**src/rtl/systolic_pkg.sv**
```systemverilog
// Shared definitions for the systolic array datapath.
// Holds the default array geometry and the packed type for one row of
// bottom-row partial sums (column k at [k*SUM_WIDTH +: SUM_WIDTH]).
package systolic_pkg;

    localparam int DEFAULT_SYSTOLIC_WIDTH = 4;
    localparam int DEFAULT_SUM_WIDTH      = 16;
    localparam int DEFAULT_ROW_WIDTH      = DEFAULT_SYSTOLIC_WIDTH * DEFAULT_SUM_WIDTH;

    typedef logic [DEFAULT_ROW_WIDTH-1:0] sum_row_t;

endpackage

```
**src/rtl/systolic_result_collector_if.sv**
```systemverilog
// Valid/ready row stream from the result collector to the writeback stage.
//   out_data  : one aligned row of partial sums
//   out_valid : out_data holds a row
//   out_ready : consumer takes the row when out_valid & out_ready
// The master modport is the collector side, the slave modport the consumer.
interface systolic_result_collector_if
    import systolic_pkg::*;
#(
    parameter int DATA_WIDTH = DEFAULT_ROW_WIDTH
);

    logic [DATA_WIDTH-1:0] out_data;
    logic                  out_valid;
    logic                  out_ready;

    modport master (output out_data, output out_valid, input out_ready);
    modport slave  (input out_data, input out_valid, output out_ready);

endinterface

```
**src/rtl/sum_row_fifo.sv**
```systemverilog
// Synchronous first-word-fall-through FIFO for aligned sum rows.
//   clk, rst_n : clock and asynchronous active-low reset
//   flush      : synchronous clear of pointers and count (wins over push/pop)
//   push       : write push_data this cycle (ignored when full without a pop)
//   pop_ready  : consumer ready; a pop happens when the FIFO is not empty
//   out_data   : storage at the read pointer
//   count      : rows stored; full/empty are derived from it
module sum_row_fifo #(
    parameter int  WIDTH       = 64,
    parameter int  DEPTH       = 4,
    localparam int PTR_WIDTH   = $clog2(DEPTH),
    localparam int COUNT_WIDTH = $clog2(DEPTH + 1)
) (
    input  logic                   clk,
    input  logic                   rst_n,
    input  logic                   flush,
    input  logic                   push,
    input  logic [WIDTH-1:0]       push_data,
    input  logic                   pop_ready,
    output logic [WIDTH-1:0]       out_data,
    output logic [COUNT_WIDTH-1:0] count,
    output logic                   full,
    output logic                   empty
);

    logic [WIDTH-1:0]       mem_q [DEPTH];
    logic [WIDTH-1:0]       mem_d [DEPTH];
    logic [PTR_WIDTH-1:0]   wr_ptr_q, wr_ptr_d;
    logic [PTR_WIDTH-1:0]   rd_ptr_q, rd_ptr_d;
    logic [COUNT_WIDTH-1:0] count_q, count_d;
    logic                   pop;
    logic                   write;

    assign empty    = (count_q == '0);
    assign full     = (count_q == COUNT_WIDTH'(DEPTH));
    assign pop      = !empty && pop_ready;
    // When full, a same-cycle pop frees the slot the write lands in
    // (wr_ptr equals rd_ptr), so the push is still accepted.
    assign write    = push && (!full || pop);
    assign out_data = mem_q[rd_ptr_q];
    assign count    = count_q;

    always_comb begin
        mem_d    = mem_q;
        wr_ptr_d = wr_ptr_q;
        rd_ptr_d = rd_ptr_q;
        count_d  = count_q;
        if (flush) begin
            wr_ptr_d = '0;
            rd_ptr_d = '0;
            count_d  = '0;
        end else begin
            if (write) begin
                mem_d[wr_ptr_q] = push_data;
                wr_ptr_d        = wr_ptr_q + PTR_WIDTH'(1);
            end
            if (pop) begin
                rd_ptr_d = rd_ptr_q + PTR_WIDTH'(1);
            end
            count_d = count_q + COUNT_WIDTH'(write) - COUNT_WIDTH'(pop);
        end
    end

    // Storage is reset too so out_data reads zero straight after reset.
    always_ff @(posedge clk or negedge rst_n) begin
        if (!rst_n) begin
            for (int i = 0; i < DEPTH; i++) begin
                mem_q[i] <= '0;
            end
            wr_ptr_q <= '0;
            rd_ptr_q <= '0;
            count_q  <= '0;
        end else begin
            mem_q    <= mem_d;
            wr_ptr_q <= wr_ptr_d;
            rd_ptr_q <= rd_ptr_d;
            count_q  <= count_d;
        end
    end

endmodule

```
**src/rtl/systolic_result_collector.sv**
```systemverilog
// Collects the skewed bottom-row sums of the systolic array, deskews them
// into aligned rows and buffers them for the writeback stage.
//   clk, rst_n : clock and asynchronous active-low reset
//   sum_in     : bottom-row sums, column k lags column 0 by k cycles
//   in_valid   : column 0 of a row is valid this cycle
//   flush      : synchronous clear of in-flight rows, FIFO and overflow
//   out_if     : valid/ready row stream (master side)
//   fifo_count : rows buffered
//   overflow   : sticky, set when an aligned row had to be dropped
module systolic_result_collector
    import systolic_pkg::*;
#(
    parameter int  SYSTOLIC_WIDTH = DEFAULT_SYSTOLIC_WIDTH,
    parameter int  SUM_WIDTH      = DEFAULT_SUM_WIDTH,
    parameter int  FIFO_DEPTH     = 4,
    localparam int ROW_WIDTH      = SYSTOLIC_WIDTH * SUM_WIDTH,
    localparam int COUNT_WIDTH    = $clog2(FIFO_DEPTH + 1),
    localparam int VALID_STAGES   = SYSTOLIC_WIDTH - 1
) (
    input  logic                       clk,
    input  logic                       rst_n,
    input  logic [ROW_WIDTH-1:0]       sum_in,
    input  logic                       in_valid,
    input  logic                       flush,
    systolic_result_collector_if.master out_if,
    output logic [COUNT_WIDTH-1:0]     fifo_count,
    output logic                       overflow
);

    logic [ROW_WIDTH-1:0]    aligned_row;
    logic                    aligned_valid;
    logic [VALID_STAGES-1:0] valid_q, valid_d;
    logic                    overflow_q, overflow_d;
    logic [ROW_WIDTH-1:0]    fifo_data;
    logic                    fifo_full;
    logic                    fifo_empty;
    logic                    pop;
    logic                    drop;

    // Column k needs SYSTOLIC_WIDTH-1-k delay stages to line up with the
    // last column, which arrives latest and is used directly.
    for (genvar k = 0; k < SYSTOLIC_WIDTH; k++) begin : g_col
        localparam int DEPTH = SYSTOLIC_WIDTH - 1 - k;
        if (DEPTH == 0) begin : g_wire
            assign aligned_row[k*SUM_WIDTH +: SUM_WIDTH] = sum_in[k*SUM_WIDTH +: SUM_WIDTH];
        end else begin : g_chain
            logic [SUM_WIDTH-1:0] skew_q [DEPTH];
            logic [SUM_WIDTH-1:0] skew_d [DEPTH];

            always_comb begin
                skew_d[0] = sum_in[k*SUM_WIDTH +: SUM_WIDTH];
                for (int i = 1; i < DEPTH; i++) begin
                    skew_d[i] = skew_q[i-1];
                end
            end

            always_ff @(posedge clk or negedge rst_n) begin
                if (!rst_n) begin
                    for (int i = 0; i < DEPTH; i++) begin
                        skew_q[i] <= '0;
                    end
                end else begin
                    skew_q <= skew_d;
                end
            end

            assign aligned_row[k*SUM_WIDTH +: SUM_WIDTH] = skew_q[DEPTH-1];
        end
    end

    // Flush empties the valid chain, which discards every row whose column 0
    // has already entered; the data chains keep shifting unqualified.
    always_comb begin
        valid_d = '0;
        if (!flush) begin
            valid_d[0] = in_valid;
            for (int i = 1; i < VALID_STAGES; i++) begin
                valid_d[i] = valid_q[i-1];
            end
        end
    end

    assign aligned_valid = valid_q[VALID_STAGES-1];

    // The array cannot stall, so a push into a full FIFO with no pop is lost.
    assign pop  = !fifo_empty && out_if.out_ready;
    assign drop = aligned_valid && fifo_full && !pop;

    always_comb begin
        overflow_d = overflow_q;
        if (flush) begin
            overflow_d = 1'b0;
        end else if (drop) begin
            overflow_d = 1'b1;
        end
    end

    always_ff @(posedge clk or negedge rst_n) begin
        if (!rst_n) begin
            valid_q    <= '0;
            overflow_q <= 1'b0;
        end else begin
            valid_q    <= valid_d;
            overflow_q <= overflow_d;
        end
    end

    sum_row_fifo #(
        .WIDTH (ROW_WIDTH),
        .DEPTH (FIFO_DEPTH)
    ) u_fifo (
        .clk       (clk),
        .rst_n     (rst_n),
        .flush     (flush),
        .push      (aligned_valid),
        .push_data (aligned_row),
        .pop_ready (out_if.out_ready),
        .out_data  (fifo_data),
        .count     (fifo_count),
        .full      (fifo_full),
        .empty     (fifo_empty)
    );

    assign out_if.out_data  = fifo_data;
    assign out_if.out_valid = !fifo_empty;
    assign overflow         = overflow_q;

endmodule

```
**src/flat_wrapper.sv**
```systemverilog
// flat-port wrapper written by rule: the top's interface ports become plain ports
module systolic_result_collector_flat import systolic_pkg::*;
#(
    parameter int  SYSTOLIC_WIDTH = DEFAULT_SYSTOLIC_WIDTH,
    parameter int  SUM_WIDTH      = DEFAULT_SUM_WIDTH,
    parameter int  FIFO_DEPTH     = 4,
    localparam int ROW_WIDTH      = SYSTOLIC_WIDTH * SUM_WIDTH,
    localparam int COUNT_WIDTH    = $clog2(FIFO_DEPTH + 1),
    localparam int VALID_STAGES   = SYSTOLIC_WIDTH - 1
)
  (clk, rst_n, sum_in, in_valid, flush, fifo_count, overflow, out_if_out_data, out_if_out_valid, out_if_out_ready);
  systolic_result_collector_if #(.DATA_WIDTH((4) * (16))) out_if_i ();
  input  logic clk;
  input  logic rst_n;
  input  logic [ROW_WIDTH-1:0] sum_in;
  input  logic in_valid;
  input  logic flush;
  output logic [COUNT_WIDTH-1:0] fifo_count;
  output logic overflow;
  output wire logic [$bits(out_if_i.out_data)-1:0] out_if_out_data;
  output wire logic [$bits(out_if_i.out_valid)-1:0] out_if_out_valid;
  input wire logic [$bits(out_if_i.out_ready)-1:0] out_if_out_ready;
  assign out_if_out_data = out_if_i.out_data;
  assign out_if_out_valid = out_if_i.out_valid;
  assign out_if_i.out_ready = out_if_out_ready;
  systolic_result_collector #(.SYSTOLIC_WIDTH(SYSTOLIC_WIDTH), .SUM_WIDTH(SUM_WIDTH), .FIFO_DEPTH(FIFO_DEPTH)) u_core (.clk(clk), .rst_n(rst_n), .sum_in(sum_in), .in_valid(in_valid), .flush(flush), .out_if(out_if_i), .fifo_count(fifo_count), .overflow(overflow));
endmodule
```
**config.mk**
```make
export PLATFORM = sky130hd
export DESIGN_NAME = systolic_result_collector_flat
export DESIGN_NICKNAME = d
export VERILOG_FILES = /design/src/rtl/systolic_pkg.sv /design/src/rtl/systolic_result_collector_if.sv /design/src/rtl/sum_row_fifo.sv /design/src/rtl/systolic_result_collector.sv /design/src/flat_wrapper.sv
export SDC_FILE = /design/constraint.sdc
export NUM_CORES = 1
export LEC_CHECK = 0
export ABC_AREA = 1
export CORE_MARGIN = 2
export CORE_UTILIZATION = 60
export CTS_CLUSTER_SIZE = 20
export DETAILED_ROUTE_END_ITERATION = 16
export PLACE_DENSITY = 0.85
export SLEW_MARGIN = 0
export SYNTH_ARGS = -nofsm -noshare
export SYNTH_HDL_FRONTEND = slang
export SYNTH_SLANG_ARGS = --single-unit
```
**constraint.sdc**
```tcl
create_clock -name clk -period 4.39 [get_ports clk]
set_input_delay 0.6585 -clock clk [delete_from_list [all_inputs] [get_ports clk]]
set_output_delay 0.6585 -clock clk [all_outputs]
set_load 0.03 [all_outputs]
```
After elaboration in Yosys (flattened, before gate mapping)
Cells that the tools add are included.

storage, ports and cells
  bits in registers = 363
  input port bits = 69
  output and inout port bits = 69

operators by class
  add/subtract/negate cells = 4
  $lt $le $gt $ge = 3
  equality and inequality tests = 1
  multiplexer cells = 14
  bitwise logic cells = 3
  reductions and logical operators = 14

operators by type and width
  cell                                                                   count
  256-bit bitwise mux                                                    1
  64-bit two-way mux                                                     3
  64-bit binary-select mux with 2-bit select                             1
  64-bit demux with 2-bit select                                         1
  2-bit two-way mux                                                      4
  3-bit greater-or-equal comparator (second input constant)              2
  3-bit two-way mux                                                      2
  2-bit NOT with 3-bit output                                            2
  2-bit nonzero test                                                     3
  1-bit logical AND                                                      5
  2-bit by 1-bit adder with 2-bit output (second input constant)         2
  3-bit by 1-bit adder with 3-bit output                                 1
  3-bit equality test (second input constant)                            1
  1-bit logical NOT                                                      3
  3-bit logical NOT                                                      1
  3-bit by 1-bit < comparator with 1-bit output (second input constant)  1
  3-bit by 1-bit subtractor with 3-bit output                            1
  1-bit two-way mux                                                      2
  2-bit AND reduction                                                    1
  1-bit logical OR                                                       1
  1-bit NOT                                                              1

Depth between registers and ports, before layout
Gate-level depths: netlist of the first run.

  depth in word-level cells = 8
  mapped depth = 11

By module
From an unflattened synthesis of the first run, not the netlist that was laid out.

second synthesis, totals
  cell total of the unflattened synthesis = 1612
  area total of the unflattened synthesis = 14517.7 um^2

modules (own cells, without submodules)
  module                     instances  cells each  area each (um^2)  sequential area each (um^2)
  sum_row_fifo               1          1499        11956.5           6581.3
  systolic_result_collector  1          113         2561.2            2502.4

Least setup slack after synthesis of the first run
OpenSTA, ideal clock, no wires.

  kind = register to register
  start = register u_core.u_fifo.count_q[1], in the netlist u_core.u_fifo.count[1]
  end = register u_core.u_fifo.count_q[2], in the netlist u_core.u_fifo.count[2]
  library setup time = 118 ps
  arrival = 2332 ps
  required time = 4272 ps
  slack = 1940 ps
  cell stages (with the launch flop) = 12
  path buffers = 0
  clock period less this slack = 2450 ps
  cells stage by stage = dfrtp_1 -> nor2_2 -> nand2_1 -> nand2_1 -> inv_1 -> ha_1 -> inv_1 -> ha_1 -> inv_1 -> fa_1 -> xor2_1 -> nor2_1

on the way
  longest elaborated chain between the ends = 8
  elaborated cells on any way between the ends = 10
  those cells by class = add/sub: 2; eq/ne: 1; mux: 1; reduce/logical: 6

ends and longest elaborated chain
  what                                             line                source
  start: declaration                               sum_row_fifo.sv:30  logic [COUNT_WIDTH-1:0] count_q, count_d;
  start signal: assignment                         sum_row_fifo.sv:77  count_q <= count_d;
  3-bit logical NOT (*)                            sum_row_fifo.sv:34  assign empty = (count_q == '0);
  1-bit logical NOT (*)                            -
  named net out_if_out_valid                       flat_wrapper.sv:21  output wire logic [$bits(out_if_i.out_valid)-1:0] out_if_out_valid;
  1-bit logical AND (*)                            sum_row_fifo.sv:36  assign pop = !empty && pop_ready;
  1-bit logical OR                                 sum_row_fifo.sv:39  assign write = push && (!full || pop);
  1-bit logical AND                                sum_row_fifo.sv:39
  3-bit by 1-bit adder with 3-bit output           sum_row_fifo.sv:60  count_d = count_q + COUNT_WIDTH'(write) - COUNT_WIDTH'(pop);
  3-bit by 1-bit subtractor with 3-bit output (*)  sum_row_fifo.sv:60
  3-bit two-way mux (*)                            sum_row_fifo.sv:48  if (flush) begin
  named net u_core.u_fifo.count_d[2]               sum_row_fifo.sv:30

The timed path passes the listed nets; every way through them passes the cells marked *.
A chain may end at the register's enable or synchronous reset.

Worst setup path in the final report of the first run
  start = register u_core.u_fifo.rd_ptr_q[1]
  end = output out_if_out_data[44]

on the way
  longest elaborated chain between the ends = 4

ends and longest elaborated chain
  what                                                    line                source
  start: declaration                                      sum_row_fifo.sv:29  logic [PTR_WIDTH-1:0] rd_ptr_q, rd_ptr_d;
  start signal: assignment                                sum_row_fifo.sv:76  rd_ptr_q <= rd_ptr_d;
  2-bit NOT with 3-bit output (not written as such)       sum_row_fifo.sv:40  assign out_data = mem_q[rd_ptr_q];
  64-bit binary-select mux with 2-bit select              sum_row_fifo.sv:40
  64-bit two-way mux (not written as such) (2 in series)  sum_row_fifo.sv:40
  end: declaration                                        flat_wrapper.sv:20  output wire logic [$bits(out_if_i.out_data)-1:0] out_if_out_data;

No other way between the ends. The select of a mux whose other input is x is not followed.

==> results.toml, run 1 <==
[worst_setup_path]
required_ps = 3730
cp_data_arrival_time_ps = 3220
critPathTopFamily = "buffers and inverters"
endpoint_kind = "primary output"
reg2reg_depth = 7
path_buf_inv = 3
crit-reg2reg-launch = "u_core.u_fifo.count[2]"
worst_setup_path_start_kind = "flip-flop"
worstSetupPathType = "flip-flop to primary output"
slowest_stage = "clkdlybuf4s50_1"
critical_path.max_stage_delay_ps = 740
path_cells = "inv_2 -> buf_4 -> o21ai_0 -> o22ai_1 -> clkdlybuf4s50_1"
r2r-end = "u_core.u_fifo.mem_q[37]"
rrSetupSlack_ps = 1970
cp_max_fo = 35

[pwr]
switching_power_uw = 3690
clkPwrFrac_pct = 30.4
seqPwrFrac_pct = 36.6
switching_share_pct = 35.4
comb_power_share_pct = 33.0
p_int_uw = 6750
p_leak_uw = 0.00889
finalPower_uw = 10400
vdd.ir_drop.worst_uv = 471
powerDensity_nw_per_um2 = 586

[clocking]
cts_inserted_buffers = 38
ctsResizeCount = 0
cts.clk_slew.worst_paths_ps = 60
htreeDepth = 2
cts_root_buf = "clkbuf_16"
cts_sinks = 363
postCtsSetupBuffers = 0
clockBufferDepth = 3
cts_tree = "done"
holdBufCountCts = 0
clock_latency_ps = 520

[drt]
dr.pass1.iters = 6
wl_um = 39500
wl_per_cell_um = 19.1
drt-vias-per-instance = 6.26
drc = 0
drtIter0Drc = 1700
via_count = 12900
drtAntennaViolNets = 0

[synthesis]
yosysUniqueCellTypes = 24
synth_edf_count = 0
synth_flop_cell = "dfrtp_1"
synth.area.top_cells = "dfrtp_1 (59%), nand2_1 (13%), nand4_1 (10%), o21ai_0 (4.3%), nor2_1 (3.4%)"
ys_ff_latch = 363
synth_common_cells = "nand2_1 (522), dfrtp_1 (363), nand4_1 (256), nor2_1 (137), o21ai_0 (130)"
synthArstFlopShare_pct = 100
synth_warnings = 0
synth_area_per_cell_um2 = 9.20
synth.most_common_cell = "nand2_1"
synth_top_area_share_pct = 59.5
yosysSeqAreaShare_pct = 59.5
synth_cells = 1660
yosys.area.top_type = "dfrtp_1"
syn-num-nets = 1736
syn_area_um2 = 15300

[global_route]
track_usage_pct = 30.2
grt_start_max_net_pins = 142
grt_pass1_wl_um = 64800
antenna_found_initial = 0
gr-total-overflow = 0
grt_pass1_vias = 12800

[timing]
period_share_pct = 88.3
hold_viol_final = 0
min_period_ps = 3880
fin_skew_ps = 17.2
slew_headroom_pct = 23.7
fin_tns_setup_ps = 0
max_freq_mhz = 258
finalSetupViolCount = 0
tightest_slew_ps = 1140
slew_violations = 0
whs_ps = 187
rsz0062_at_grt = "no"

[outcome]
status = "finished clean"

[cells_and_area]
fillers = 1822
drive_above_1_share_pct = 6.11
area_delta_synth_final_pct = 16.6
insertedDiodeCount = 0
final_util_pct = 70.9
fin_cells = 2065
fin_nets = 1785

[flow_run]
max_cap_viol_count = 0

[placed_design]
io_buffers = 137
hpwl_um = 20500
placed_cells = 1999
gp_congestion = 0.791

[floorplanning]
die_y_um = 164
die_x_um = 164
core_um2 = 25100
rows = 58
die-area_um2 = 26800
start_util_pct = 60.8
io-pin-count = 138

[hold_path]
hold_class = "input port to asynchronous set/reset pin"
-- cell type report --
class	count	area (um2)	share of cell area [%]
Clock inverter	15	136	0.766
Timing Repair Buffer	162	1600	9.00
Inverter	14	62.6	0.351
Sequential cell	363	9090	51.1
Multi-Input combinational cell	1130	5400	30.3
Clock buffer	51	1100	6.18
Tap cell	330	413	2.32
-- state kept, by name (all words and copies together), names as in the netlist --
name and flops:
u_core.u_fifo.rd_ptr_q 2, u_core.overflow 1, u_core.u_fifo.mem_q 256, u_core.valid_q 3, u_core.g_col.g_chain.skew_d 48, u_core.u_fifo.wr_ptr_q 2
u_core.u_fifo.count 3, u_core.aligned_row 32, u_core.g_col.g_chain.skew_q 16
-- worst max-delay path by stage --
stage | start | end | slack (ps) | cells after the start
final | u_core.u_fifo.rd_ptr_q[1] | out_if_out_data[44] | 510 | 5
after detailed placement | flush | u_core.u_fifo.mem_q[36] | 1020 | 6
after global routing | u_core.u_fifo.rd_ptr_q[1] | out_if_out_data[44] | 370 | 5
after CTS | u_core.u_fifo.rd_ptr_q[1] | out_if_out_data[44] | 550 | 5
after global placement | flush | u_core.u_fifo.mem_q[0] | 1100 | 6
after floorplan | u_core.u_fifo.count[1] | u_core.u_fifo.count[2] | 1940 | 11
-- per-stage QoR --
step / setup WS, ps / instance area (um2)
after global routing: 374 / 17800
after CTS: 545 / 17800
after detailed placement: 1020 / 16600
after global placement: 1100 / 16600
after floorplan: 1940 / 15300
final: 513 / 17800
-- power groups by stage --
stage	clock network [uW]	logic [uW]	registers, uW
after CTS	3210	3440	3810
after global routing	3360	3680	3850
after detailed placement	0	3410	3860
after floorplan	0	2080	3820
final	3180	3440	3820
after global placement	0	3370	3860
-- cells by family (layout without fill, tap and decap cells) --
| group | after synthesis | count (layout) | share of synthesized area (%) |
|---|---|---|---|
| buffers and inverters | 167 | 242 | 5.24 |
| xor gates and xnor gates | 3 | 3 | 0.172 |
| AOI/OAI and AO/OA | 196 | 196 | 7.04 |
| DFF | 363 | 363 | 59.5 |
| and+or+nand+nor | 924 | 924 | 27.5 |
| adders and majority gates | 7 | 7 | 0.623 |
-- routing by layer --
| metal | wire [um] | vias to the layer above | global-route usage, % |
|---|---|---|---|
| met5 | 0 | - | 0 |
| met4 | 1210 | 0 | 12.9 |
| met3 | 3260 | 109 | 4.39 |
| met2 | 19300 | 729 | 48.3 |
| met1 | 15700 | 6320 | 41.7 |
| li1 | - | 5762 | - |
-- worst register-to-register path, cell delays in order (launching register included) --
cell and delay [ps]:
dfrtp_1 400, inv_1 110, nor2_2 80, nand2_4 150
nand4_4 870, buf_4 560, nand2_1 90, nand2_1 60
-- cell usage in the layout (no fill, tap or decap) --
cell type / instances
ha_1: 2
buf_8: 1
buf_12: 3
ha_2: 4
clkinv_2: 9
nand2_1: 522
inv_4: 1
inv_6: 1
dfrtp_4: 1
clkinvlp_4: 3
nand4_1: 256
inv_8: 1
o22ai_1: 64
inv_1: 10
xor2_1: 2
nand3_1: 2
a21oi_4: 1
clkdlybuf4s50_1: 136
dfrtp_1: 361
inv_2: 2
fa_1: 1
clkbuf_16: 39
o21ai_0: 130
clkbuf_8: 8
clkbuf_1: 4
nand4_4: 4
nor2_1: 137
o21a_1: 1
dfrtp_2: 1
buf_4: 22
xnor2_1: 1
nor2_2: 2
nand2_4: 1
bufinv_16: 2
Power figures use the tool's default switching activity.
==> run 2, diff against run 1 <==
--- a/config.mk
+++ b/config.mk
@@ -11,7 +11,7 @@
 export CTS_CLUSTER_SIZE = 20
 export DETAILED_ROUTE_END_ITERATION = 16
 export PLACE_DENSITY = 0.85
-export SLEW_MARGIN = 0
 export SYNTH_ARGS = -nofsm -noshare
 export SYNTH_HDL_FRONTEND = slang
+export SYNTH_HIERARCHICAL = 1
 export SYNTH_SLANG_ARGS = --single-unit
==> results.toml, run 2 <==
[drt]
drt-vias-per-instance = 5.63
via_count = 11600
drc = 0
dr.pass1.iters = 6
wl_per_cell_um = 18.0
drtIter0Drc = 1237
wl_um = 37100
drtAntennaViolNets = 0

[worst_setup_path]
cp_data_arrival_time_ps = 3380
cp-startpoint = "u_core/u_fifo/rd_ptr_q[0]"
endpoint_kind = "primary output"
path_cells = "buf_4 -> o21ai_0 -> o22ai_1 -> clkdlybuf4s50_1"
slowest_stage = "buf_4"
cp_max_fo = 87
crit-reg2reg-launch = "u_core/u_fifo/count[1]"
worst_setup_path_start_kind = "flip-flop"
worstSetupPathType = "flip-flop to primary output"
required_ps = 3730
rrSetupSlack_ps = 1930
critical_path.max_stage_delay_ps = 790

[timing]
slew_violations = 0
period_share_pct = 92.0
fin_skew_ps = 27.6
slew_headroom_pct = 23.9
max_freq_mhz = 248
tightest_slew_ps = 1140
fin_tns_setup_ps = 0
finalSetupViolCount = 0
hold_viol_final = 0
rsz0062_at_grt = "no"
min_period_ps = 4040

[synthesis]
yosys.area.top_type = "dfrtp_1"
synth_edf_count = 0
yosysUniqueCellTypes = 24
synth_cells = 1612
synth_flop_cell = "dfrtp_1"
synth.most_common_cell = "nand2_1"
ys_ff_latch = 363
synth_common_cells = "nand2_1 (776), dfrtp_1 (363), nor2_1 (134), o21ai_0 (133), o22ai_1 (64)"
yosysSeqAreaShare_pct = 62.6
synth_area_per_cell_um2 = 9.01
synth.area.top_cells = "dfrtp_1 (63%), nand2_1 (20%), o21ai_0 (4.6%), nor2_1 (3.5%), o22ai_1 (2.8%)"
syn_area_um2 = 14500
syn-num-nets = 1688
synth_warnings = 6
synth_top_area_share_pct = 62.6
synthArstFlopShare_pct = 100

[global_route]
grt_pass1_wl_um = 59900
grt_pass1_vias = 11900
antenna_found_initial = 1
gr-total-overflow = 0
track_usage_pct = 29.2
grt_start_max_net_pins = 116

[floorplanning]
die_x_um = 160
io-pin-count = 138
core_um2 = 23600
start_util_pct = 61.5
die-area_um2 = 25500
die_y_um = 160
rows = 56

[clocking]
cts_root_buf = "clkbuf_16"
clock_latency_ps = 530
ctsResizeCount = 0
holdBufCountCts = 0
cts_tree = "done"
postCtsSetupBuffers = 0
htreeDepth = 2
clockBufferDepth = 3
cts_inserted_buffers = 37
cts.clk_slew.worst_paths_ps = 50
cts_sinks = 363

[cells_and_area]
final_common_cell = "nand2_1"
fin_nets = 1791
fillers = 1656
largest_register_ffs = 256
area_delta_synth_final_pct = 18.7
top_register = "u_core/u_fifo/mem_q"
layout_common_cells = "nand2_1 (776), dfrtp_1 (361), clkdlybuf4s50_1 (136)"
final-seq-area_um2 = 9090
multi_input_area_um2 = 4840
drive_above_1_share_pct = 5.69

[hold_path]
hold_class = "input port to asynchronous set/reset pin"

[pwr]
p_leak_uw = 0.00901
vdd.ir_drop.worst_uv = 431
seqPwrFrac_pct = 37.6
p_int_uw = 6840
finalPower_uw = 10400
switching_power_uw = 3530
switching_share_pct = 34.0
comb_power_share_pct = 30.9
powerDensity_nw_per_um2 = 602
clkPwrFrac_pct = 31.5

[outcome]
status = "finished clean"

[placed_design]
hpwl_um = 20100
io_buffers = 137
gp_congestion = 0.802

[flow_run]
max_cap_viol_count = 0
run 2: cell count changes after synthesis, sizes merged, moves of 2 or more:
cell,previous run,this run
inv,14,23
buf,99,35
nand4,260,4
nor3,0,2
o21ai,130,133
nand2,523,778
nand3,2,4
clkbuf,54,56
run 2: final cells by class:
cell class / count / area share, %
timing repair buffer: 155 / 8.91
clock inverter: 14 / 1.20
sequential: 363 / 52.7
tap: 319 / 2.32
clock buffer: 51 / 6.21
multi-input combinational: 1135 / 28.1
antenna: 1 / 0.0145
inverter: 23 / 0.515
run 2: kinds of logic (layout without fill, tap and decap cells):
logic type	Yosys count	in the layout	synth area share (%)
adder cells (fa/ha/maj)	7	7	0.655
flip-flops	363	363	62.6
buffers and inverters	114	243	4.30
AO/OA/AOI/OAI	199	199	7.44
other	0	1	0
AND/OR/NAND/NOR	928	928	25.0
XOR/XNOR	1	1	0.0603
run 2: power groups by stage:
| stage | clock network (uW) | registers, uW | logic [uW] |
|---|---|---|---|
| 3_3_place_gp | 0 | 3920 | 3090 |
| 2_1_floorplan | 0 | 3860 | 1920 |
| 5_1_grt | 3460 | 3920 | 3410 |
| 6_report | 3270 | 3900 | 3210 |
| 3_5_place_dp | 0 | 3930 | 3160 |
| 4_1_cts | 3320 | 3890 | 3200 |
run 2: path summary, 6_finish.rpt:
path / end / depth (start not counted)
setup / recovery: out_if_out_data[33] / 4
hold / removal: u_core/u_fifo/mem_q[230] / 1
setup reg to reg: u_core/u_fifo/count[2] / 11
hold reg to reg: u_core/aligned_row[1] / 0
max in group asynchronous: u_core/u_fifo/rd_ptr_q[1] / 2
min in group clk: u_core/aligned_row[1] / 0
run 2: metal layers:
metal  GRT usage (%)  part of all wire [%]  up-vias
met1            38.5                    39     5580
met4            13.8                   3.1        0
li1                -                     -     5263
met5               0                     0        -
met2            48.1                    49      645
met3            4.40                   8.5      112
run 2: worst max-delay path: cells and delay by family (launching register included):
family	cells	cell delay (ps)
DFF	1	730
AOI/OAI and AO/OA	2	570
buffers and inverters	2	1520
run 2: stage by stage:
step / utilization (%) / instances / hold slack, ps / worst slack (ps) / instance area, um2
after global placement: 67.6 / 1995 / 332 / 1060 / 16000
after detailed placement: 67.6 / 1995 / 335 / 993 / 16000
after CTS: 73.0 / 2060 / 252 / 444 / 17200
after floorplan: - / 1612 / 331 / 2130 / 14500
final: 73.0 / 2061 / 208 / 353 / 17200
after global routing: 73.0 / 2060 / 299 / 297 / 17200
